## src/rtl/fwd_scoreboard.sv

```systemverilog
// Operand forwarding select, load-use / multi-cycle hazard stall, and perf counters.
// Youngest matching in-flight producer wins; the mul/div unit is tracked by a down-counter.
module fwd_scoreboard #(
  parameter int unsigned NUM_SRC = 4,
  parameter int unsigned NUM_STG = 3,
  parameter int unsigned CNT_W   = 32,
  localparam int unsigned SEL_W  = $clog2(NUM_STG + 1)
) (
  input  logic                     i_clock,
  input  logic                     i_reset,
  input  logic [NUM_SRC*5-1:0]     i_src_addr,
  input  logic [NUM_SRC*2-1:0]     i_src_kind,
  input  logic [NUM_SRC-1:0]       i_src_used,
  input  logic [NUM_STG-1:0]       i_stg_we,
  input  logic [NUM_STG*5-1:0]     i_stg_waddr,
  input  logic [NUM_STG-1:0]       i_stg_wlo,
  input  logic [NUM_STG-1:0]       i_stg_whi,
  input  logic [NUM_STG-1:0]       i_stg_load,
  input  logic                     i_id_advance,
  input  logic                     i_md_start,
  input  logic [5:0]               i_md_cycles,
  output logic [NUM_SRC*SEL_W-1:0] o_fwd_sel,
  output logic                     o_stall,
  output logic                     o_md_busy,
  output logic [CNT_W-1:0]         o_stall_cnt,
  output logic [CNT_W-1:0]         o_fwd_cnt
);

  localparam logic [1:0] KindGpr = 2'b00;
  localparam logic [1:0] KindLo  = 2'b01;
  localparam logic [1:0] KindHi  = 2'b10;

  logic [5:0]               r_md_cnt;
  logic [CNT_W-1:0]         r_stall_cnt;
  logic [CNT_W-1:0]         r_fwd_cnt;

  logic [NUM_STG-1:0]       w_match [NUM_SRC];
  logic [NUM_SRC-1:0]       w_src_ld;
  logic [NUM_SRC*SEL_W-1:0] w_fwd_sel;
  logic                     w_load_use;
  logic                     w_lohi_used;
  logic                     w_fwd_used;
  logic                     w_md_busy;
  logic                     w_md_hazard;
  logic                     w_stall;
  logic                     w_md_accept;
  logic [5:0]               w_md_len;

  always_comb begin
    for (int i = 0; i < NUM_SRC; i++) begin
      for (int k = 0; k < NUM_STG; k++) begin
        unique case (i_src_kind[2*i +: 2])
          KindGpr: w_match[i][k] = i_stg_we[k] && (i_src_addr[5*i +: 5] != 5'd0) &&
                                   (i_stg_waddr[5*k +: 5] == i_src_addr[5*i +: 5]);
          KindLo:  w_match[i][k] = i_stg_wlo[k];
          KindHi:  w_match[i][k] = i_stg_whi[k];
          default: w_match[i][k] = 1'b0;
        endcase
      end
    end
  end

  // Scan oldest to youngest so the youngest match is the one left standing.
  always_comb begin
    w_fwd_sel   = '0;
    w_src_ld    = '0;
    w_load_use  = 1'b0;
    w_lohi_used = 1'b0;
    w_fwd_used  = 1'b0;
    for (int i = 0; i < NUM_SRC; i++) begin
      for (int k = NUM_STG - 1; k >= 0; k--) begin
        if (w_match[i][k]) begin
          w_fwd_sel[i*SEL_W +: SEL_W] = SEL_W'(k + 1);
          w_src_ld[i]                 = i_stg_load[k];
        end
      end
      w_load_use  = w_load_use | (i_src_used[i] & w_src_ld[i]);
      w_fwd_used  = w_fwd_used | (i_src_used[i] & (|w_match[i]));
      w_lohi_used = w_lohi_used | (i_src_used[i] &
                    ((i_src_kind[2*i +: 2] == KindLo) | (i_src_kind[2*i +: 2] == KindHi)));
    end
  end

  always_comb begin
    w_md_busy   = (r_md_cnt != 6'd0);
    w_md_hazard = w_md_busy & (i_md_start | w_lohi_used);
    w_stall     = w_load_use | w_md_hazard;
    w_md_accept = i_md_start & ~w_md_busy & ~w_stall;
    w_md_len    = (i_md_cycles == 6'd0) ? 6'd1 : i_md_cycles;
  end

  always_ff @(posedge i_clock) begin
    if (i_reset) begin
      r_md_cnt    <= '0;
      r_stall_cnt <= '0;
      r_fwd_cnt   <= '0;
    end else begin
      if (w_md_accept) begin
        r_md_cnt <= w_md_len;
      end else if (w_md_busy) begin
        r_md_cnt <= r_md_cnt - 6'd1;
      end
      if (w_stall && (r_stall_cnt != '1)) begin
        r_stall_cnt <= r_stall_cnt + CNT_W'(1);
      end
      if (i_id_advance && !w_stall && w_fwd_used && (r_fwd_cnt != '1)) begin
        r_fwd_cnt <= r_fwd_cnt + CNT_W'(1);
      end
    end
  end

  assign o_fwd_sel   = w_fwd_sel;
  assign o_stall     = w_stall;
  assign o_md_busy   = w_md_busy;
  assign o_stall_cnt = r_stall_cnt;
  assign o_fwd_cnt   = r_fwd_cnt;

endmodule

```

## config.mk

```make
export PLATFORM = sky130hd
export DESIGN_NAME = fwd_scoreboard
export DESIGN_NICKNAME = d
export VERILOG_FILES = /design/src/rtl/fwd_scoreboard.sv
export SDC_FILE = /design/constraint.sdc
export NUM_CORES = 1
export LEC_CHECK = 0
export ABC_CLOCK_PERIOD_IN_PS = 7700
export CAP_MARGIN = 20
export CORE_ASPECT_RATIO = 0.6
export CORE_UTILIZATION = 28
export CTS_BUF_LIST = sky130_fd_sc_hd__clkbuf_4 sky130_fd_sc_hd__clkbuf_8 sky130_fd_sc_hd__clkbuf_16
export CTS_CLUSTER_SIZE = 10
export DETAILED_ROUTE_END_ITERATION = 10
export PLACE_DENSITY_LB_ADDON = 0.1
export SLEW_MARGIN = 10
export SYNTH_ARGS = -nofsm -noshare
export SYNTH_HDL_FRONTEND = slang
export SYNTH_SLANG_ARGS = --single-unit
export TNS_END_PERCENT = 5
```

## constraint.sdc

```tcl
create_clock -name i_clock -period 7.7 [get_ports i_clock]
set_input_delay 1.155 -clock i_clock [delete_from_list [all_inputs] [get_ports i_clock]]
set_output_delay 1.155 -clock i_clock [all_outputs]
set_load 0.01 [all_outputs]
```

======== Yosys cells after proc, flatten, opt, wreduce, memory -nomap -nowiden ========
Index checks and enable logic that the tools add are counted.
cells by class
  add/sub/neg operators ................... 3
  multipliers ............................. 0
  div/mod/pow operators ................... 0
  $lt $le $gt $ge ......................... 0
  equal/unequal tests ..................... 22
  shifts and indexed selects .............. 0
  muxes and demuxes ....................... 39
  bitwise gates (word level) .............. 32
  reduce and logical (&&, ||, !) cells .... 44
operators with widths
  cell                                                 count
  adder 32 x 1 -> 32 bit, second input constant        2
  != test 32 bit, second input constant                2
  equality test 5 bit                                  12
  one-hot mux 1 bit (3 select lines)                   12
  logical AND 1 bit                                    28
  two-way mux 2 bit                                    12
  nonzero test 5 bit                                   4
  two-way mux 6 bit                                    3
  bitwise AND 1 bit                                    15
  OR 1 bit                                             15
  two-way mux 1 bit                                    12
  OR reduction 3 bit                                   4
  equality test 2 x 1 -> 1 bit, second input constant  4
  equality test 2 bit, second input constant           4
  logical NOT 2 bit                                    4
  logical NOT 6 bit                                    1
  nonzero test 6 bit                                   1
  subtractor 6 x 1 -> 6 bit, second input constant     1
  NOT 1 bit                                            2
  nonzero test 2 bit                                   1
  logical NOT 1 bit                                    1
word-level totals
  register bits ........................... 70
  bits in latches ......................... 0
  bits in writable memories ............... 0
  bits in read-only memories .............. 0
  output and inout port bits .............. 74
  logic and storage cells ................. 143
  memories kept ........................... 0

======== Logic depth before layout (Yosys ltp) ========
  depth after elaboration ................. 16
  gate-level depth with buffers ........... 13

======== Worst setup path after synthesis ========
Ideal clock, no wire load.
  path kind ............................... input -> output
  start ................................... input i_src_addr[16]
  end ..................................... output o_stall
  arrival time ............................ 3133 ps
  slack ................................... 3412 ps
  cell stages on the path ................. 8
  path buffers ............................ 1
  cells stage by stage .................... or4_4 -> nor2_2 -> o32ai_1 -> or4b_1 -> o2111a_1 -> and4_4 -> inv_2 -> clkbuf_1
on the way
  word-level cells in the longest chain between the ends .. 10
  elaborated cells between the ends (all ways) .. 19
  classes of those cells .................. 3 x eq/ne; 6 x mux; 3 x bitwise; 7 x reduce/logical
ends and longest elaborated chain
  what                                RTL line  source
  start, declared                     11        input logic [NUM_SRC*5-1:0] i_src_addr,
  nonzero test 5 bit                  53        KindGpr: w_match[i][k] = i_stg_we[k] && (i_src_addr[5*i +: 5] != 5'd0) &&
  logical AND 1 bit (2 in a row)      53
  one-hot mux 1 bit (3 select lines)  52        unique case (i_src_kind[2*i +: 2])
  two-way mux 1 bit (2 in a row)      72        if (w_match[i][k]) begin
  two-way mux 1 bit *                 72
  bitwise AND 1 bit *                 77        w_load_use = w_load_use | (i_src_used[i] & w_src_ld[i]);
  OR 1 bit *                          77
  OR 1 bit *                          87        w_stall = w_load_use | w_md_hazard;
  end, declared                       23        output logic o_stall,
Mark *: on every way between the ends. The rest lies on a longest branch, timed or not.

======== Worst setup path after layout ========
  start ................................... input i_src_addr[11]
  end ..................................... output o_stall
on the way
  word-level cells in the longest chain between the ends .. 11
  elaborated cells between the ends (all ways) .. 20
  classes of those cells .................. 3 x eq/ne; 6 x mux; 4 x bitwise; 7 x reduce/logical
ends and longest elaborated chain
  what                                RTL line
  nonzero test 5 bit                  53
  logical AND 1 bit (2 in a row)      53
  one-hot mux 1 bit (3 select lines)  52
  two-way mux 1 bit (2 in a row)      72
  two-way mux 1 bit *                 72
  bitwise AND 1 bit *                 77
  OR 1 bit * (2 in a row)             77
  OR 1 bit *                          87
Marked as above.

==> results_dict.tcl <==
set metrics [dict create \
    maxCapViolCount 0 \
    routedWlPerCell_um 17.7 \
    crit_type "input port to output port" \
    cp-start-kind "input port" \
    die_area_um2 20300 \
    setup.worst_path.end_class "output port" \
    setup_violations 0 \
    grt_pass1_wl_mm 30.6 \
    fillerInstances 1945 \
    numCtsBuffers 9 \
    ant_nets 0 \
    cp_data_arrival_time_ps 5030 \
    cts_max_level 3 \
    syn_area_um2 5510 \
    avgSynthCellArea_um2 7.94 \
    grt_max_degree 101 \
    routed-via-count 5877 \
    drive_above_1_share 0.0391 \
    via_per_inst 5.42 \
    yosysSeqAreaShare 0.254 \
    cts-root-buf "clkbuf_16" \
    gp_congestion 0.928 \
    synth-edff-count 0 \
    syn_nets 782 \
    nets 901 \
    wirelength_mm 19.2 \
    final_util 0.390 \
    leakage_nw 2.54 \
    syn_to_final_growth_pct 35.3 \
    cts_sinks 70 \
    clock_skew_ps 8.02 \
    finalSetupTns_ps 0 \
    clk_pin_slew_ps 60 \
    place.port_buffers 142 \
    reg2reg_from "r_md_cnt[0]$_SDFFE_PP0P_" \
    multi_input_area_um2 3860 \
    drc 0 \
    outcome "complete, no violations" \
    yosysWarnings 0 \
    slew_headroom 0.312 \
    clock_path_buffers 2 \
    ys.flop_type "dfxtp_1" \
    start_util 0.288 \
    path_buf_inv 3 \
    yosysTopAreaCell "dfxtp_1" \
    async_flop_share 0 \
    cts_hold_buf 0 \
    grt_pass1_vias 5587 \
    crit_start "i_src_addr[11]" \
    detailedPlacementHpwl_mm 14.6 \
    grt.overflow.total 0 \
    cp_max_fo 75 \
    ios 143 \
    finalCritPeriodShare 0.803 \
    ir_drop_mv 0.0824 \
    num_rows 39 \
    critPathMaxStageDelay_ps 760 \
    synth_cells 694 \
    seq_area_um2 1400 \
    die_w_um 183 \
    synthDistinctLibCells 61 \
    rsz0062_at_grt "no" \
    worstHoldStart "o_stall_cnt[11]$_SDFFE_PP0P_" \
    drt_iter0_drc 476 \
    slowest_stage "and4_4" \
    insertion_delay_ps 330 \
    cts_setup_buffers 0 \
    crit_required_ps 6550 \
    cts_resized 0 \
    cts_tree "done" \
    powerDensity_nw_per_um2 167 \
    first_pass_iters 5 \
    core_area_um2 19100 \
    diodes 0 \
    fin_crit_ps 6180 \
    drv_slew 0 \
    yosys-top-cells-area "dfxtp_1 25%, xnor2_1 7.6%, mux2_1 5.9%, o31ai_1 4.6%, ha_1 4.3%" \
    hold_violations 0 \
    holdWs_ps 496 \
    ys_ff_latch 70 \
    track_usage 0.189 \
    path_delay_family "buffers and inverters" \
    yosysTopAreaCellShare 0.254 \
    die_height_um 111 \
    tightest_slew_ps 1030 \
    fmax_mhz 162 \
    cp_common_cell "clkdlybuf4s50_1" \
    antenna_found_initial 0 \
    cp_cell_sequence "clkdlybuf4s50_1 -> or4_1 -> o21a_1 -> a31oi_1 -> o31ai_1 -> o221ai_1 -> and4_4 -> inv_2 -> clkdlybuf4s50_1" \
    hp-class "flip-flop to flip-flop" \
]
==> area by class of cell <==
class,instances,area share
multi-input cells,562,0.518
repair buffers,146,0.194
well taps,266,0.0446
clock buffers,13,0.0342
inverters,24,0.0121
flip-flops and latches,70,0.188
clock inverters,3,0.00923
==> power breakdown <==
part / leakage [nW] / internal, mW / switching, mW / total (mW)
registers: 0.565 / 0.380 / 0.0190 / 0.399
clock network: 0.162 / 0.299 / 0.161 / 0.460
logic: 1.81 / 0.151 / 0.231 / 0.382
==> synthesized netlist by cell type (3+ instances only) <==
cell / number
a2111oi_0: 3
a211oi_1: 4
a21oi_1: 37
a22oi_1: 10
a31oi_1: 6
a32oi_1: 4
a41oi_1: 3
and2_1: 7
and3_1: 18
and4_1: 9
buf_2: 4
clkbuf_1: 31
dfxtp_1: 70
ha_1: 19
inv_1: 23
mux2_1: 29
nand2_1: 41
nand2b_1: 4
nand3_1: 23
nand3b_1: 3
nand4_1: 31
nor2_1: 54
nor2b_1: 33
nor3_1: 17
nor4_1: 22
nor4b_1: 6
o21a_1: 4
o21ai_0: 4
o21ai_1: 5
o31ai_1: 34
o41ai_1: 6
or2_2: 5
or3_1: 3
or4_1: 25
or4b_1: 4
xnor2_1: 48
xor2_1: 15
==> sequential cells by signal, indices dropped and copies added, names as in the netlist <==
| name | count |
|---|---|
| r_md_cnt | 6 |
| o_stall_cnt | 32 |
| o_fwd_cnt | 32 |
==> cells in the final DEF (no fill, tap or decap), types with 15 or more instances in the layout <==
| cell | instances |
|---|---|
| nor2_1 | 54 |
| nand3_1 | 23 |
| and3_1 | 18 |
| xnor2_1 | 48 |
| nor4_1 | 22 |
| nand2_1 | 41 |
| ha_1 | 19 |
| nor3_1 | 17 |
| xor2_1 | 15 |
| mux2_1 | 29 |
| nand4_1 | 31 |
| inv_1 | 23 |
| or4_1 | 25 |
| nor2b_1 | 33 |
| dfxtp_1 | 70 |
| clkdlybuf4s50_1 | 141 |
| a21oi_1 | 37 |
| o31ai_1 | 34 |
==> worst reg2reg max path: cells and delay by family, from the launching register on <==
kind	cells	cell delay, ps
and+or+nand+nor	4	2130
buffers and inverters	2	550
AOI/OAI and AO/OA	3	510
muxes	1	380
DFF	1	330
adders and majority gates	1	170
==> through the flow <==
step                      total power, mW  area, µm²  cells  setup WS (ps)
after floorplan                     0.651       5510    694           3410
after global placement              0.778       7130   1068           1600
after detailed placement            0.786       7130   1068           1550
after CTS                            1.25       7460   1084           1540
after global routing                 1.31       7460   1084           1240
final                                1.24       7460   1084           1520
==> cells by family (layout without fill, tap and decap cells) <==
group                      Yosys count  after routing  synth area share
and+or+nand+nor                    315            315             0.326
AOI/OAI and AO/OA                  135            135             0.169
DFF                                 70             70             0.254
xor gates and xnor gates            63             63             0.100
buffers and inverters               62            186            0.0459
muxes                               30             30            0.0611
adders and majority gates           19             19            0.0432
==> worst paths after layout <==
path	slack (ps)	depth (start not counted)	end
max	1520	9	o_stall
max reg2reg	3520	11	o_fwd_cnt[0]$_SDFFE_PP0P_
min reg2reg	500	2	o_stall_cnt[11]$_SDFFE_PP0P_
min	500	2	o_stall_cnt[11]$_SDFFE_PP0P_
==> layer usage <==
layer	wire length [µm]	vias to the layer above	GRT usage
met5	0	-	0
met3	1240	10	0.0361
met2	7880	211	0.268
met4	123	0	0.0439
li1	-	2854	-
met1	9960	2802	0.289
(Power assumes the default switching activity.)
==> RTL edit 1: new RTL, same settings <==
Change the parameter `CNT_W` from 32 to 36.
--- a/src/rtl/fwd_scoreboard.sv
+++ b/src/rtl/fwd_scoreboard.sv
@@ -4,5 +4,5 @@
   parameter int unsigned NUM_SRC = 4,
   parameter int unsigned NUM_STG = 3,
-  parameter int unsigned CNT_W   = 32,
+  parameter int unsigned CNT_W   = 36,
   localparam int unsigned SEL_W  = $clog2(NUM_STG + 1)
 ) (
Ports: changed (resized o_fwd_cnt and o_stall_cnt); port bits go from 143 to 151. No check against the original RTL was run, so the function may have changed too.
==> RTL edit 1 against the unedited design <==
  * Hold slack gained 0.017 ns
  * Largest power group unchanged
  * Power about the same
  * Sequential cell count is 8 higher
  * Critical path depth did not move
  * Highest routed layer unchanged
  * Synthesized area shrank 1.4%
  * Critical endpoint unchanged
  * Setup slack better by 0.92 ns
  * Cell area down 0.49%
  * Routed wire length down 1.2%
  * Synthesized cell count stayed put
==> RTL edit 1: results (changes against the unedited design) <==
Clock Skew: 0.0117 ns (+0.00368 ns)
final hold vios: 0 (unchanged)
status: completed
Top FF cell, synth: dfxtp_1
drt pass-1 iters: 5 (unchanged)
total track usage: 18.9% (-0.024 points)
vias in the first global route: 4950 (-11%)
Syn Nets: 782 (unchanged)
clock-pin slew on the worst setup and hold paths: 0.06 ns (about the same)
worst skew pair latency: 0.34 ns
GP Congestion: 0.962 (+3.7%)
Crit Path Max Fanout: 4 (-95%)
synth top area cells: dfxtp_1 29%, xnor2_1 13%, nor2_1 5.4%
Worst EP arrival: 4.11 ns (-0.92 ns)
Post-CTS Setup Bufs: 0 (unchanged)
CTS Buf Count: 9 (unchanged)
routed len/inst: 17.7 µm (about the same)
Root Buffer: clkbuf_16
pin count of the biggest net entering global routing: 97 (-4.0%)
n_diodes: 0 (unchanged)
first-pass GRT wire length: 28900 µm (-5.3%)
Post-synth top cells: 81 x xnor2_1, 78 x dfxtp_1, 78 x nor2_1
nets@finish: 908 (+0.78%)
Clock H-tree levels: 3 (unchanged)
antenna violations before repair: 0 (unchanged)
Int Power: 845 µW (+1.7%)
PostCTS Resize Cnt: 0 (unchanged)
worst vdd ir: 0.106 mV (+29%)
Synth Warn #: 0 (unchanged)
Iteration-0 DRC Markers: 391 (-18%)
hpwl dp: 14800 µm (+1.6%)
Post-synth ARST share: 0% (unchanged)
share of cells above drive strength 1: 4.73% (+0.82 points)
CTS max path bufs: 2 (unchanged)
Port-buffer cells: 150 (+5.6%)
Leak Pwr: 2.51 nW (-1.2%)
Seq/Total Area, Yosys: 28.7% (+3.3 points)
Hold Crit Class: reg -> reg
Vias/cell: 5.15 (-5.1%)
Synth cell types: 53 (-13%)
Slew HR: 33.3% (+2.1 points)
RTL edit 1: path summary, 6_finish.rpt:
kind                                from                            to  slack (ns)  depth (start not counted)
max reg2reg  o_stall_cnt[6]$_SDFFE_PP0P_  o_stall_cnt[16]$_SDFFE_PP0P_        3.26                          9
min reg2reg  o_stall_cnt[1]$_SDFFE_PP0P_   o_stall_cnt[1]$_SDFFE_PP0P_        0.51                          2
min          o_stall_cnt[1]$_SDFFE_PP0P_   o_stall_cnt[1]$_SDFFE_PP0P_        0.51                          2
max                      i_stg_waddr[14]                       o_stall        2.44                          9
RTL edit 1: kinds of logic after synthesis:
| kind of cell | count (synthesis) | synth area share, % |
|---|---|---|
| and+or+nand+nor | 314 | 30.4 |
| adders and majority gates | 19 | 4.38 |
| DFF | 78 | 28.7 |
| AOI/OAI and AO/OA | 110 | 13.7 |
| muxes | 9 | 1.84 |
| xor gates and xnor gates | 101 | 16.3 |
| buffers and inverters | 63 | 4.56 |
RTL edit 1: area by class of cell:
cell class,instances,area [µm²]
Clock buffer,12,254
Clock inverter,4,55.1
Fill cell,1948,11600
Inverter,26,97.6
Multi-Input combinational cell,553,3630
Sequential cell,78,1560
Tap cell,246,308
Timing Repair Buffer,152,1510
RTL edit 1: worst max-delay path, stage by stage:
cell and delay (ns):
clkdlybuf4s50_1 0.71, xnor2_1 0.18, nand4_1 0.13, o31ai_1 0.45, or3b_1 0.39, a21oi_1 0.33, nor4_4 0.08, inv_1 0.13
clkdlybuf4s50_1 0.55
RTL edit 1: routing by layer:
layer | share of wire, % | GRT usage (%)
met3 | 7.3 | 4.07
met5 | 0 | 0
met2 | 38 | 24.7
met4 | 1.6 | 4.90
met1 | 53 | 29.8
RTL edit 1: metrics by stage:
stage / utilization [%] / area [µm²] / hold WS [ns] / instances / worst slack, ns
floorplan: - / 5430 / 0.490 / 694 / 3.37
global placement: 37.4 / 7110 / 0.493 / 1055 / 2.23
detailed placement: 37.4 / 7110 / 0.502 / 1055 / 2.16
CTS: 39.0 / 7420 / 0.512 / 1071 / 2.42
global route: 39.0 / 7420 / 0.549 / 1071 / 2.27
finish: 39.0 / 7420 / 0.513 / 1071 / 2.44
RTL edit 1: power by group through the flow:
stage,clock [mW],sequential [mW],combinational [mW]
after floorplan,0,0.448,0.217
after global placement,0,0.448,0.352
after detailed placement,0,0.448,0.353
after CTS,0.459,0.439,0.354
after global routing,0.479,0.442,0.391
final,0.447,0.439,0.355
==> RTL edit 2: new RTL, same flow settings <==
Made on the original files. Make the reset (`i_reset`) asynchronous in one clocked block.
--- a/src/rtl/fwd_scoreboard.sv
+++ b/src/rtl/fwd_scoreboard.sv
@@ -90,5 +90,5 @@
   end
 
-  always_ff @(posedge i_clock) begin
+  always_ff @(posedge i_clock or posedge i_reset) begin
     if (i_reset) begin
       r_md_cnt    <= '0;
Formal check against the unedited RTL: differs if i_reset is asserted again (counterexample within 4 cycles, from zero or initial values and one cycle with i_reset high); with i_reset held inactive, the same outputs for 10 cycles.
==> RTL edit 2 against the unedited design <==
  * Hold slack worse by 0.0029 ns
  * Setup slack better by 0.77 ns
  * Routed wire length down 16%
  * Cell area down 8.5%
  * Sequential cell count unchanged
  * Synthesized area down 11%
  * Power up 16%
  * Critical path depth up 1
  * Largest power group is now registers
==> RTL edit 2: results (changes against the unedited design) <==
hold_sp: o_stall_cnt[8]$_DFFE_PP0P_
Clock H-tree levels: 3 (unchanged)
multiplexer share of the synthesized area: 0.667% (-5.4 points)
Worst EP arrival: 4.26 ns (-0.77 ns)
total track usage: 18.6% (-0.31 points)
placed inst area: 0.00652 mm² (-8.6%)
Top FF cell, synth: dfrtp_1
Fin Hold WS: 0.493 ns (-0.00294 ns)
Post-synth ARST share: 100% (+100 points)
R2R Setup Slk: 3.75 ns (+0.23 ns)
nets@finish: 751 (-17%)
GP Congestion: 1.06 (+14%)
DR vias: 4436 (-25%)
grt ovf: 0 (unchanged)
pin count of the biggest net entering global routing: 71 (-30%)
hpwl dp: 13100 µm (-10%)
Comb pwr share: 34.1% (+3.4 points)
worst r2r dst: o_fwd_cnt[26]$_DFFE_PP0P_
sw power: 479 µW (+16%)
Crit Path Max Fanout: 6 (-92%)
vias in the first global route: 4291 (-23%)
first-pass GRT wire length: 25100 µm (-18%)
XOR/XNOR share of the synthesized area: 22.4% (+12 points)
synth top area cells: dfrtp_1 36%, xnor2_1 15%, xor2_1 7.2%
dpl cells: 880 (-18%)
Syn Area/Cell: 9.18 µm² (+16%)
Leak Pwr: 2.77 nW (+9.1%)
Syn Nets: 619 (-21%)
Seq/Total Area, Yosys: 35.9% (+10 points)
Reg2Reg Depth: 11 (unchanged)
Post-Place Worst Slack: 2.34 ns (+0.793 ns)
WHS Path Cells: 1 (-1)
Slew HR: 38.9% (+7.7 points)
reg2reg start: r_md_cnt[0]$_DFFE_PP0P_
worst vdd ir: 0.123 mV (+49%)
Sw Ratio: 33.3% (+0.18 points)
sequential share of power: 37.1% (+4.9 points)
share of cells above drive strength 1: 4.79% (+0.88 points)
post-synthesis adder-cell area fraction: 4.87% (+0.56 points)
Clock Skew: 0.0119 ns (+0.00388 ns)
status: completed
drt total wl: 16200 µm (-16%)
Hold EP: o_stall_cnt[8]$_DFFE_PP0P_
Vias/cell: 4.95 (-8.7%)
Filler cells: 1632 (-16%)
Synth cell types: 57 (-6.6%)
Iteration-0 DRC Markers: 360 (-24%)
compound-cell area share of the yosys netlist: 9.11% (-7.8 points)
worst skew pair latency: 0.33 ns (about the same)
Hold Crit Class: reg -> reg
Post-synth top cells: 85 x xnor2_1, 70 x dfrtp_1, 43 x nand2_1
==> RTL edit 2: area by class of cell <==
| cell class | instances | area, µm² | area share, % |
|---|---|---|---|
| multi-input cells | 409 | 2920 | 42.8 |
| flip-flops and latches | 70 | 1750 | 25.7 |
| repair buffers | 144 | 1460 | 21.4 |
| well taps | 228 | 285 | 4.18 |
| clock buffers | 10 | 239 | 3.50 |
| inverters | 29 | 109 | 1.60 |
| clock inverters | 6 | 61.3 | 0.899 |
==> RTL edit 2: routing by layer <==
| layer | share of wire, % | vias up | track usage (%) | routed length, µm |
|---|---|---|---|---|
| met5 | 0.35 | - | 2.61 | 56 |
| met4 | 0.23 | 2 | 2.91 | 37 |
| met3 | 11 | 6 | 7.61 | 1750 |
| met2 | 37 | 180 | 22.5 | 5920 |
| met1 | 52 | 2125 | 29.5 | 8440 |
| li1 | - | 2123 | - | - |
==> RTL edit 2: worst max-delay path: stages <==
cell	delay (ns)
clkdlybuf4s50_1	0.52
inv_1	0.08
ha_1	0.32
a222oi_1	0.55
a21boi_0	0.20
a41oi_1	0.21
o311ai_1	0.18
nor4_4	0.45
inv_1	0.08
clkdlybuf4s50_1	0.51
==> RTL edit 2: how the worst max path moves through the flow <==
| stage | start | endpoint | slack [ns] | cells after the start |
|---|---|---|---|---|
| after global routing | i_src_kind[4] | o_stall | 2.04 | 10 |
| final | i_src_kind[2] | o_stall | 2.28 | 10 |
| after global placement | i_src_kind[2] | o_stall | 2.35 | 10 |
| after detailed placement | i_src_kind[2] | o_stall | 2.34 | 10 |
| after floorplan | i_src_addr[11] | o_stall | 3.70 | 7 |
| after CTS | i_src_kind[2] | o_stall | 2.33 | 10 |
